`src/rtl/gpu_dma_pkg.sv`:
```
// Shared types and VRAM region map for the GPU block-copy engine.
package gpu_dma_pkg;

  typedef enum logic [1:0] {
    IDLE = 2'd0,
    RUN  = 2'd1,
    DONE = 2'd2
  } dma_state_t;

  localparam int VRAM_ADDR_WIDTH = 12;

  localparam logic [VRAM_ADDR_WIDTH-1:0] VRAM_PMF_BASE = 12'h000;
  localparam logic [VRAM_ADDR_WIDTH-1:0] VRAM_OBM_BASE = 12'h800;
  localparam int                         VRAM_OBM_SIZE = 256;

endpackage

```
`src/rtl/vram_dma.sv`:
```
// Copies a block from synchronous work RAM into VRAM one byte per cycle,
// pausing whenever the video timing closes the VRAM write window.
module vram_dma
  import gpu_dma_pkg::*;
#(
  parameter int MAX_LEN = 512,
  parameter int SRC_AW  = 16
) (
  input  logic                       clk,
  input  logic                       rst,
  input  logic                       start,
  input  logic [SRC_AW-1:0]          src_base,
  input  logic [VRAM_ADDR_WIDTH-1:0] dst_base,
  input  logic [$clog2(MAX_LEN):0]   length,
  input  logic                       writable,
  output logic [SRC_AW-1:0]          src_addr,
  output logic                       src_re,
  input  logic [7:0]                 src_data,
  output logic [7:0]                 data_out,
  output logic [VRAM_ADDR_WIDTH-1:0] address,
  output logic                       write_enable,
  output logic                       busy,
  output logic                       done
);

  localparam int LEN_W = $clog2(MAX_LEN) + 1;

  dma_state_t                 state_q;
  logic [SRC_AW-1:0]          rd_ptr_q;
  logic [VRAM_ADDR_WIDTH-1:0] wr_ptr_q;
  logic [LEN_W-1:0]           rd_left_q;
  logic [LEN_W-1:0]           wr_left_q;
  logic                       pending_q;
  logic                       hold_valid_q;
  logic [7:0]                 hold_q;

  logic rd_go;
  logic wr_go;
  logic skid;

  // A read may only issue when its byte can be written next cycle, so at
  // most one byte is ever in flight and a single holding register suffices.
  assign rd_go = (state_q == RUN) && writable && (rd_left_q != '0)
                 && !(pending_q && !writable);
  assign wr_go = pending_q && writable;
  assign skid  = pending_q && !writable && !hold_valid_q;

  assign src_re       = rd_go;
  assign src_addr     = rd_ptr_q;
  assign write_enable = wr_go;
  assign address      = wr_ptr_q;
  assign data_out     = pending_q ? (hold_valid_q ? hold_q : src_data) : 8'h00;
  assign busy         = (state_q == RUN);
  assign done         = (state_q == DONE);

  always_ff @(posedge clk) begin
    if (rst) begin
      state_q      <= IDLE;
      rd_ptr_q     <= '0;
      wr_ptr_q     <= '0;
      rd_left_q    <= '0;
      wr_left_q    <= '0;
      pending_q    <= 1'b0;
      hold_valid_q <= 1'b0;
      hold_q       <= 8'h00;
    end else begin
      case (state_q)
        IDLE: begin
          if (start) begin
            rd_ptr_q  <= src_base;
            wr_ptr_q  <= dst_base;
            rd_left_q <= length;
            wr_left_q <= length;
            state_q   <= (length != '0) ? RUN : DONE;
          end
        end
        RUN: begin
          if (rd_go) begin
            rd_ptr_q  <= rd_ptr_q + 1'b1;
            rd_left_q <= rd_left_q - 1'b1;
          end
          if (wr_go) begin
            wr_ptr_q  <= wr_ptr_q + 1'b1;
            wr_left_q <= wr_left_q - 1'b1;
            if (wr_left_q == LEN_W'(1)) state_q <= DONE;
          end
          pending_q <= rd_go || (pending_q && !wr_go);
          // Source data is only valid the cycle after the read, so park it.
          if (skid) begin
            hold_q       <= src_data;
            hold_valid_q <= 1'b1;
          end else if (wr_go) begin
            hold_valid_q <= 1'b0;
          end
        end
        DONE: begin
          state_q      <= IDLE;
          pending_q    <= 1'b0;
          hold_valid_q <= 1'b0;
        end
        default: state_q <= IDLE;
      endcase
    end
  end

endmodule

```
`config.mk`:
```
export PLATFORM = sky130hd
export DESIGN_NAME = vram_dma
export DESIGN_NICKNAME = d
export VERILOG_FILES = /design/src/rtl/gpu_dma_pkg.sv /design/src/rtl/vram_dma.sv
export SDC_FILE = /design/constraint.sdc
export NUM_CORES = 1
export LEC_CHECK = 0
export CAP_MARGIN = 20
export CELL_PAD_IN_SITES_DETAIL_PLACEMENT = 0
export CELL_PAD_IN_SITES_GLOBAL_PLACEMENT = 1
export CORE_UTILIZATION = 23
export CTS_BUF_LIST = sky130_fd_sc_hd__clkbuf_4 sky130_fd_sc_hd__clkbuf_8
export CTS_CLUSTER_DIAMETER = 60
export DETAILED_ROUTE_END_ITERATION = 16
export GPL_ROUTABILITY_DRIVEN = 0
export PLACE_DENSITY_LB_ADDON = 0.3
export SLEW_MARGIN = 15
export SYNTH_ARGS = -nofsm -noshare
export SYNTH_HDL_FRONTEND = slang
export SYNTH_SLANG_ARGS = --single-unit
```
`constraint.sdc`:
```
create_clock -name clk -period 1.9 [get_ports clk]
set_clock_uncertainty 0.15 [all_clocks]
set_input_delay 0.285 -clock clk [delete_from_list [all_inputs] [get_ports clk]]
set_output_delay 0.285 -clock clk [all_outputs]
set_load 0.05 [all_outputs]
```
======== After elaboration in Yosys (flattened, before gate mapping) ========
Cells that the tools add are included.
W data, S select, Z words.
operators by class
  $add $sub $neg .......................... 4
  multiply operators ...................... 0
  divide/modulo/power cells ............... 0
  order comparisons ....................... 0
  eq/ne operators ......................... 8
  shift-type cells ........................ 0
  mux-type cells .......................... 22
  bitwise operators ....................... 0
  reduce and logical (&&, ||, !) cells .... 22
operators by type and width
  operator                 count
  $pmux W10 S2             2
  $mux W16                 2
  $pmux W16 S2             1
  $mux W10                 3
  $mux W12                 2
  $pmux W12 S2             1
  $reduce_bool A10 Y1      2
  $sub A10 B1 Y10 const B  2
  $add A16 B1 Y16 const B  1
  $mux W8                  2
  $add A12 B1 Y12 const B  1
  $eq A10 B1 Y1 const B    1
  $reduce_and A3 Y1        3
  $mux W2                  4
  $logic_and A1 B1 Y1      7
  $ne A2 B1 Y1 const B     3
  $logic_not A1 Y1         4
  $pmux W1 S2              2
  $pmux W2 S2              1
  $reduce_and A2 Y1        2
  $reduce_bool A2 Y1       2
  $ne A3 B1 Y1 const B     1
  $eq A2 B1 Y1 const B     1
  $eq A2 B2 Y1 const B     1
  other kinds (4)          5
storage, ports and cells
  register bits ........................... 60
  bits in latches ......................... 0
  bits in writable memories ............... 0
  ROM bits ................................ 0
  output and inout port bits .............. 40
  logic and storage cells ................. 64
  memories kept ........................... 0

======== Depth between registers and ports, before layout ========
Gate-level depths: netlist of the first run.
  depth after elaboration ................. 6
  mapped depth ............................ 8
  mapped depth without buffers ............ 7

======== Worst setup path before layout of the first run ========
OpenSTA, ideal clock, no wires.
  path kind ............................... register to register
  start point ............................. register state_q[1]
  end point ............................... register pending_q
  setup time .............................. 0.066 ns
  arrival time ............................ 2.125 ns
  setup slack ............................. -0.441 ns
  stages on the path, launching flop included .. 8
  path buffers ............................ 2
  clock period less this slack ............ 2.341 ns
  cell sequence ........................... dfxtp_1 > inv_1 > ha_1 > buf_2 > buf_2 > and3_1 > a22oi_1 > nor2_1
on the way
  word-level cells in the longest chain between the ends .. 6
  elaborated cells between the ends (all ways) .. 8
  those cells by class .................... eq/ne: 2; mux: 1; reduce/logical: 5
ends and longest elaborated chain
  item                              RTL line        RTL
  start: declaration                vram_dma.sv:28  dma_state_t state_q;
  start signal: assignment          vram_dma.sv:74  state_q <= (length != '0) ? RUN : DONE;
  $eq A2 B1 Y1                      -
  named net busy                    vram_dma.sv:22  output logic busy,
  $logic_and A1 B1 Y1 (2 in a row)  vram_dma.sv:43  assign rd_go = (state_q == RUN) && writable && (rd_left_q != '0)
  $logic_and A1 B1 Y1               vram_dma.sv:44  && !(pending_q && !writable);
  named net src_re                  vram_dma.sv:17  output logic src_re,
  $logic_or A1 B1 Y1                vram_dma.sv:87  pending_q <= rd_go || (pending_q && !wr_go);
  $pmux W1 S2                       vram_dma.sv:67  case (state_q)
  end signal: assignment            vram_dma.sv:87
  end: declaration                  vram_dma.sv:33  logic pending_q;
The timed path passes the listed nets, and every way through them passes these cells.
A chain may end at the register's enable or synchronous reset.

======== Final worst setup path of the first run ========
  start point ............................. register rd_left_q[1]
  end point ............................... output port src_re
on the way
  word-level cells in the longest chain between the ends .. 3
ends and longest elaborated chain
  item                      RTL line        RTL
  start: declaration        vram_dma.sv:31  logic [LEN_W-1:0] rd_left_q;
  start signal: assignment  vram_dma.sv:72  rd_left_q <= length;
  start signal: assignment  vram_dma.sv:80  rd_left_q <= rd_left_q - 1'b1;
  $reduce_bool A10 Y1       vram_dma.sv:43
  $logic_and A1 B1 Y1       vram_dma.sv:43
  $logic_and A1 B1 Y1       vram_dma.sv:44
  end: declaration          vram_dma.sv:17
No other way between the ends.

==> results of run 1 <==
[worst max-delay path, stage by stage, from the launching register on]
cell,delay [ns]
sky130_fd_sc_hd__dfxtp_2,0.33
sky130_fd_sc_hd__inv_2,0.07
sky130_fd_sc_hd__ha_4,0.13
sky130_fd_sc_hd__nor4b_4,0.22
sky130_fd_sc_hd__buf_4,0.17
sky130_fd_sc_hd__nand3b_1,0.10
sky130_fd_sc_hd__and3_4,0.19
sky130_fd_sc_hd__buf_12,0.14
[worst max-delay path by stage]
| stage | start | to | slack, ns | cells past startpoint |
|---|---|---|---|---|
| floorplan | state_q[0] | src_addr[0] | -0.008 | 7 |
| global placement | rd_left_q[5] | src_addr[11] | -0.27 | 5 |
| detailed placement | rd_left_q[5] | src_addr[11] | -0.33 | 5 |
| CTS | rd_left_q[1] | src_re | -0.23 | 7 |
| global route | rd_left_q[1] | src_re | -0.31 | 7 |
| finish | rd_left_q[1] | src_re | -0.25 | 7 |
[cells in the final DEF (no fill, tap or decap), drive strengths merged, types with 4 or more instances in the layout]
cell,netlist,routed
a31oi,12,12
dfxtp,60,60
and3,10,10
or3,5,5
o32ai,6,6
nor4,4,4
o2bb2ai,4,4
buf,11,124
nand4,10,10
nand2b,9,9
clkdlybuf4s50,0,48
nand3,20,20
inv,13,13
ha,8,8
nor3,14,14
a211oi,9,9
nor2,57,57
a21oi,52,52
mux2i,19,19
clkbuf,20,20
nand2,41,41
nor2b,18,18
a21o,7,7
o21ai,37,37
[state kept, by name (all words and copies together), names as in the netlist]
register and count:
pending_q 1, hold_q 8, src_addr 16, address 12, hold_valid_q 1, state_q 2, rd_left_q 10, wr_left_q 10
[cell type report]
cell class / count / area share, %
multi-input combinational: 382 / 41.6
timing repair buffer: 179 / 30.3
sequential: 60 / 19.8
tap: 211 / 4.30
clock buffer: 14 / 3.04
inverter: 13 / 0.876
clock inverter: 1 / 0.0815
[repair_timing]
action | CTS | global route
setup endpoints to repair | 36 | 38
cloned | 2 | 6
setup buffers | 9 | 10
resized for setup | 30 | 62
pin swaps | 8 | 33
[cells by family (layout without fill, tap and decap cells)]
kind of cell / Yosys count / after routing / synth area share [%]
buffers and inverters: 44 / 207 / 4.94
AND/OR/NAND/NOR: 205 / 205 / 28.5
adder cells (fa/ha/maj): 8 / 8 / 2.74
multiplexers: 20 / 20 / 5.52
AO/OA/AOI/OAI: 149 / 149 / 25.4
flip-flops: 60 / 60 / 32.9
[stage by stage]
step           cells  cell area (sq um)
3_3_place_gp     819               5320
3_5_place_dp     819               5320
6_report         860               6140
4_1_cts          844               5720
2_1_floorplan    486               3720
5_1_grt          860               6140
[power by group through the flow]
stage	Combinational, uW	Sequential [uW]	Clock [uW]
5_1_grt	7770	2200	1230
2_1_floorplan	2690	2780	0
6_report	7270	2140	1160
4_1_cts	6140	2120	1190
3_5_place_dp	5560	2120	0
3_3_place_gp	5540	2110	0
[per-layer routing]
metal	up-vias	wire (um)	share of wire [%]
met2	109	7020	49
met5	-	0	0
li1	2092	-	-
met1	2094	6400	45
met3	15	604	4.2
met4	0	212	1.5
==> metrics, run 1 <==
YS warnings=0; fillers=1,570; number of antenna cells inserted=0; ys async rst share=0%; die area=0.0164 sq mm; antenna viol nets, final=0; flip-flop and latch area=0.00122 sq mm; run status=finished, violations left; Clk Tree Root Cell=sky130_fd_sc_hd__clkbuf_8; nature of the critical path startpoint=register; net switching component of the power=4870 uW; Sum Neg Setup Slack=-0.680 ns; kind of capture point of the worst setup path=output pin; global routing's busiest layer=met2; post-route worst hold slack=0.176 ns; Internal=5700 uW; fraction of post-synthesis cell area in the top cell type by area=32.9%; Inserted Clock Buffers=9; Required @ worst endpoint=1.46 ns; remaining design rule violation count=0; most numerous cell in the Yosys netlist=sky130_fd_sc_hd__dfxtp_1; CTS HTree Levels=3; Die W=128 um; arrival time at the worst endpoint=1.71 ns; maximum root-to-sink buffer count=2; net count of the finished layout=703; relative contribution of the clock network to total power=11.0%; Site Rows=45; Total GRT Usage=16.3%; biggest area consumer among synthesized cells=sky130_fd_sc_hd__dfxtp_1; number of failing setup endpoints in the final timing report=13; Commonest cells post-synth=sky130_fd_sc_hd__dfxtp_1 (60), sky130_fd_sc_hd__nor2_1 (56), sky130_fd_sc_hd__a21oi_1 (51); global routing met3 resource utilization=2.55%; final routed wire length divided by cell count=16.5 um; Initial DRC Count=217; GRT overflow=0; main area contributors after synthesis=sky130_fd_sc_hd__dfxtp_1 (33%), sky130_fd_sc_hd__a21oi_1 (7.0%), sky130_fd_sc_hd__nor2_1 (5.8%), sky130_fd_sc_hd__mux2i_1 (5.2%), sky130_fd_sc_hd__o21ai_0 (5.1%); number of distinct library cells after synthesis=53; Hold/Removal Path Class=in2reg; HP Start=rst; sequential cell area fraction in the yosys report=32.9%; ports placed on the boundary=90; final core utilization=40.1%; primary flip-flop cell chosen by synthesis mapping=sky130_fd_sc_hd__dfxtp_1; area used by multi-input combinational logic=0.00255 sq mm; least setup slack across all paths after layout=-0.246 ns; pre-CTS setup slack=-0.333 ns; post-synthesis cell count=486; actual transition at the worst max-transition pin=0.429 ns; starting density of the core=23.8%; fraction of power consumed by combinational cells=68.8%; Initial DRT Pass Iterations=4; area growth from synthesis to layout=68.3%; part of the cycle the worst path needs=113%; type of the worst setup path=reg2out; highest ir drop seen on vdd=0.595 mV; Post-DP HPWL=9280 um; aggregate routed wire length=14,200 um; global-route wire length before repair=21,000 um; CTS tree=built; total via count in the routed design=4,310; Post-synth EDFFs=0; time the final worst path needs with I/O delays and setup=2.15 ns; post-synthesis instance area=0.00365 sq mm; reg2reg start=rd_left_q[1]; register bit total from synthesis=60; Hold Crit Depth=2; CORE AREA=0.0153 sq mm; count of input and output buffers=89; average instance area after synthesis=7.50 sq um; met2 layer usage reported by global route=28.3%; number of max-slew violations in the final report=0; worst min-delay path endpoint=address[3]; met1 routing resource usage after global routing=20.4%; switching share of power=46.1%; cell area power density=1720 mW/mm^2; max frequency=0.466 GHz; total design power=10,600 uW; initial antenna violation count=0; synthesized netlist net count=544; Clk Latency, worst-skew pair=0.36 ns; setup repair after global routing missed its margin=true; violations in the final reports=negative setup slack; terminus of the critical flop-to-flop path=src_addr[15]; via/cell ratio=5.01; TritonCTS sink count=60; register-to-register path setup slack=-0.09 ns; hold-fix buffer count after cts=0; max-cap check violation count=0; share of power burned in registers=20.2%; critical path peak fanout=2; share of post-route cells with drive strength above 1=34.2%; via count of the first global-routing pass=4,102; Final Hold Vio Count=0; number of cell instances on the worst register-to-register path=10; Die Height=128 um; Static Leak=0.00236 uW; Relative slew margins=71.1%; largest net degree at the start of global routing=32; clock-pin transition on the worst setup and hold timing paths=0.07 ns
Note: power is estimated with default switching activity, not from simulation.
==> inputs of run 2 (changes only) <==
--- a/config.mk
+++ b/config.mk
@@ -13,7 +13,8 @@
 export CTS_CLUSTER_DIAMETER = 60
 export DETAILED_ROUTE_END_ITERATION = 16
 export GPL_ROUTABILITY_DRIVEN = 0
-export PLACE_DENSITY_LB_ADDON = 0.3
+export PLACE_DENSITY_LB_ADDON = 0.1
+export SKIP_CTS_REPAIR_TIMING = 1
 export SLEW_MARGIN = 15
 export SYNTH_ARGS = -nofsm -noshare
 export SYNTH_HDL_FRONTEND = slang
==> run 2 against run 1 <==
  * The run still ends with negative setup slack left
  * Hold slack better by 0.093 ns
  * Critical path depth is the same
  * Setup slack worse by 0.029 ns
  * Critical path type unchanged
  * Largest cell class unchanged
  * Largest power group unchanged
==> metrics, run 2 (synthesis gave the netlist of run 1 again) <==
via/cell ratio=4.85; count of input and output buffers=89; max frequency=0.460 GHz; initial antenna violation count=0; TritonCTS sink count=60; largest stage delay on the critical path=0.33 ns; Total GRT Usage=16.3%; number of antenna cells inserted=0; type of the worst setup path=reg2out; clock-pin transition on the worst setup and hold timing paths=0.07 ns; part of the cycle the worst path needs=114%; time the final worst path needs with I/O delays and setup=2.18 ns; ports placed on the boundary=90; max-cap check violation count=0; die area=0.0164 sq mm; via count of the first global-routing pass=3,988; Relative slew margins=76.2%; area growth from synthesis to layout=60.5%; Clk Tree Root Cell=sky130_fd_sc_hd__clkbuf_8; run status=finished, violations left; arrival time at the worst endpoint=1.74 ns; share of post-route cells with drive strength above 1=31.9%; number of max-slew violations in the final report=0; Initial DRT Pass Iterations=4; Die W=128 um; Static Leak=0.00223 uW; global-route wire length before repair=20,700 um; CTS tree=built; nature of the critical path startpoint=register; number of failing setup endpoints in the final timing report=12; maximum root-to-sink buffer count=2; Hold/Removal Path Class=in2reg; most used cells in the layout excluding fill and tap cells=sky130_fd_sc_hd__buf_4 (83), sky130_fd_sc_hd__nor2_1 (50), sky130_fd_sc_hd__clkdlybuf4s50_1 (48); CTS HTree Levels=3; aggregate routed wire length=13,300 um; net count of the finished layout=688; kind of capture point of the worst setup path=output pin; cells along the critical path=inv_2 -> ha_4 -> nor4b_4 -> buf_4 -> nand3b_1 -> and3_4 -> buf_12; number of buffer and inverter stages on the critical path=3; post-route worst hold slack=0.269 ns; violations in the final reports=negative setup slack; highest ir drop seen on vdd=0.585 mV; least setup slack across all paths after layout=-0.275 ns; Clk Latency, worst-skew pair=0.36 ns; remaining design rule violation count=0; Initial DRC Count=195; final routed wire length divided by cell count=15.8 um; final instance area=0.00586 sq mm; cell area power density=1650 mW/mm^2; gate family responsible for the most delay along the worst path=simple AND/OR/NAND/NOR gates; total via count in the routed design=4,097; standard cell with the maximum stage delay on the critical path=sky130_fd_sc_hd__dfxtp_2; Final Hold Vio Count=0; placement-stage cell area=0.00530 sq mm; Largest register FFs=16; Die Height=128 um; largest net degree at the start of global routing=66; setup repair after global routing missed its margin=true; starting density of the core=23.8%; Site Rows=45; GRT overflow=0; leading cell type in the layout, fill and taps excluded=sky130_fd_sc_hd__buf_4; CORE AREA=0.0153 sq mm; critical path peak fanout=5; Post-DP HPWL=9330 um; Required @ worst endpoint=1.46 ns; Inserted Clock Buffers=9; actual transition at the worst max-transition pin=0.353 ns; antenna viol nets, final=0
## run 2: changes by cell type in the layout (fill, tap and decap cells not counted), sizes merged
cell / change
clkbuf: -5
bufbuf: -1
buf: -9
## run 2: worst paths after layout
kind         cells after the start         start  slack (ns)           end
max                              7  rd_left_q[1]       -0.28        src_re
min                              3           rst        0.27   src_addr[6]
max reg2reg                      8    state_q[0]       -0.08   src_addr[0]
min reg2reg                      2  wr_left_q[1]        0.33  wr_left_q[1]
## run 2: tightest hold or removal path: cells and delay by family
kind,cells,cell delay (ns)
buffers and inverters,2,0.32
AO/OA/AOI/OAI,1,0.13
## run 2: final cells by class
| type | count | area, sq um |
|---|---|---|
| clock buffers | 14 | 186 |
| clock inverters | 1 | 5.00 |
| fillers | 1599 | 9460 |
| inverters | 13 | 53.8 |
| multi-input cells | 382 | 2480 |
| flip-flops and latches | 60 | 1220 |
| well taps | 211 | 264 |
| repair buffers | 164 | 1650 |
## run 2: metrics by stage
step	setup WS [ns]	setup TNS, ns	power, uW	utilization (%)	std cells
finish	-0.275	-0.841	9660	38.2	845
global route	-0.378	-3.12	10400	38.2	845
CTS	-0.510	-7.11	8880	35.8	834
detailed placement	-0.375	-9.35	7680	34.6	819
global placement	-0.324	-8.29	7650	34.6	819
floorplan	-0.00752	-0.0104	5470	-	486
## run 2: power breakdown
part	switching, uW	leakage, uW	total [uW]	internal, uW
registers	431	0.000496	2110	1680
logic	3550	0.00163	6400	2860
clock network	526	0.000102	1150	622
## run 2: routing by layer
layer / routed length (um) / share of wire [%] / up-vias / GRT usage (%)
met2: 6430 / 48 / 74 / 27.8
met3: 494 / 3.7 / 9 / 3.88
li1: - / - / 2054 / -
met5: 0 / 0 / - / 0
met1: 6290 / 47 / 1960 / 20.5
met4: 117 / 0.88 / 0 / 4.43
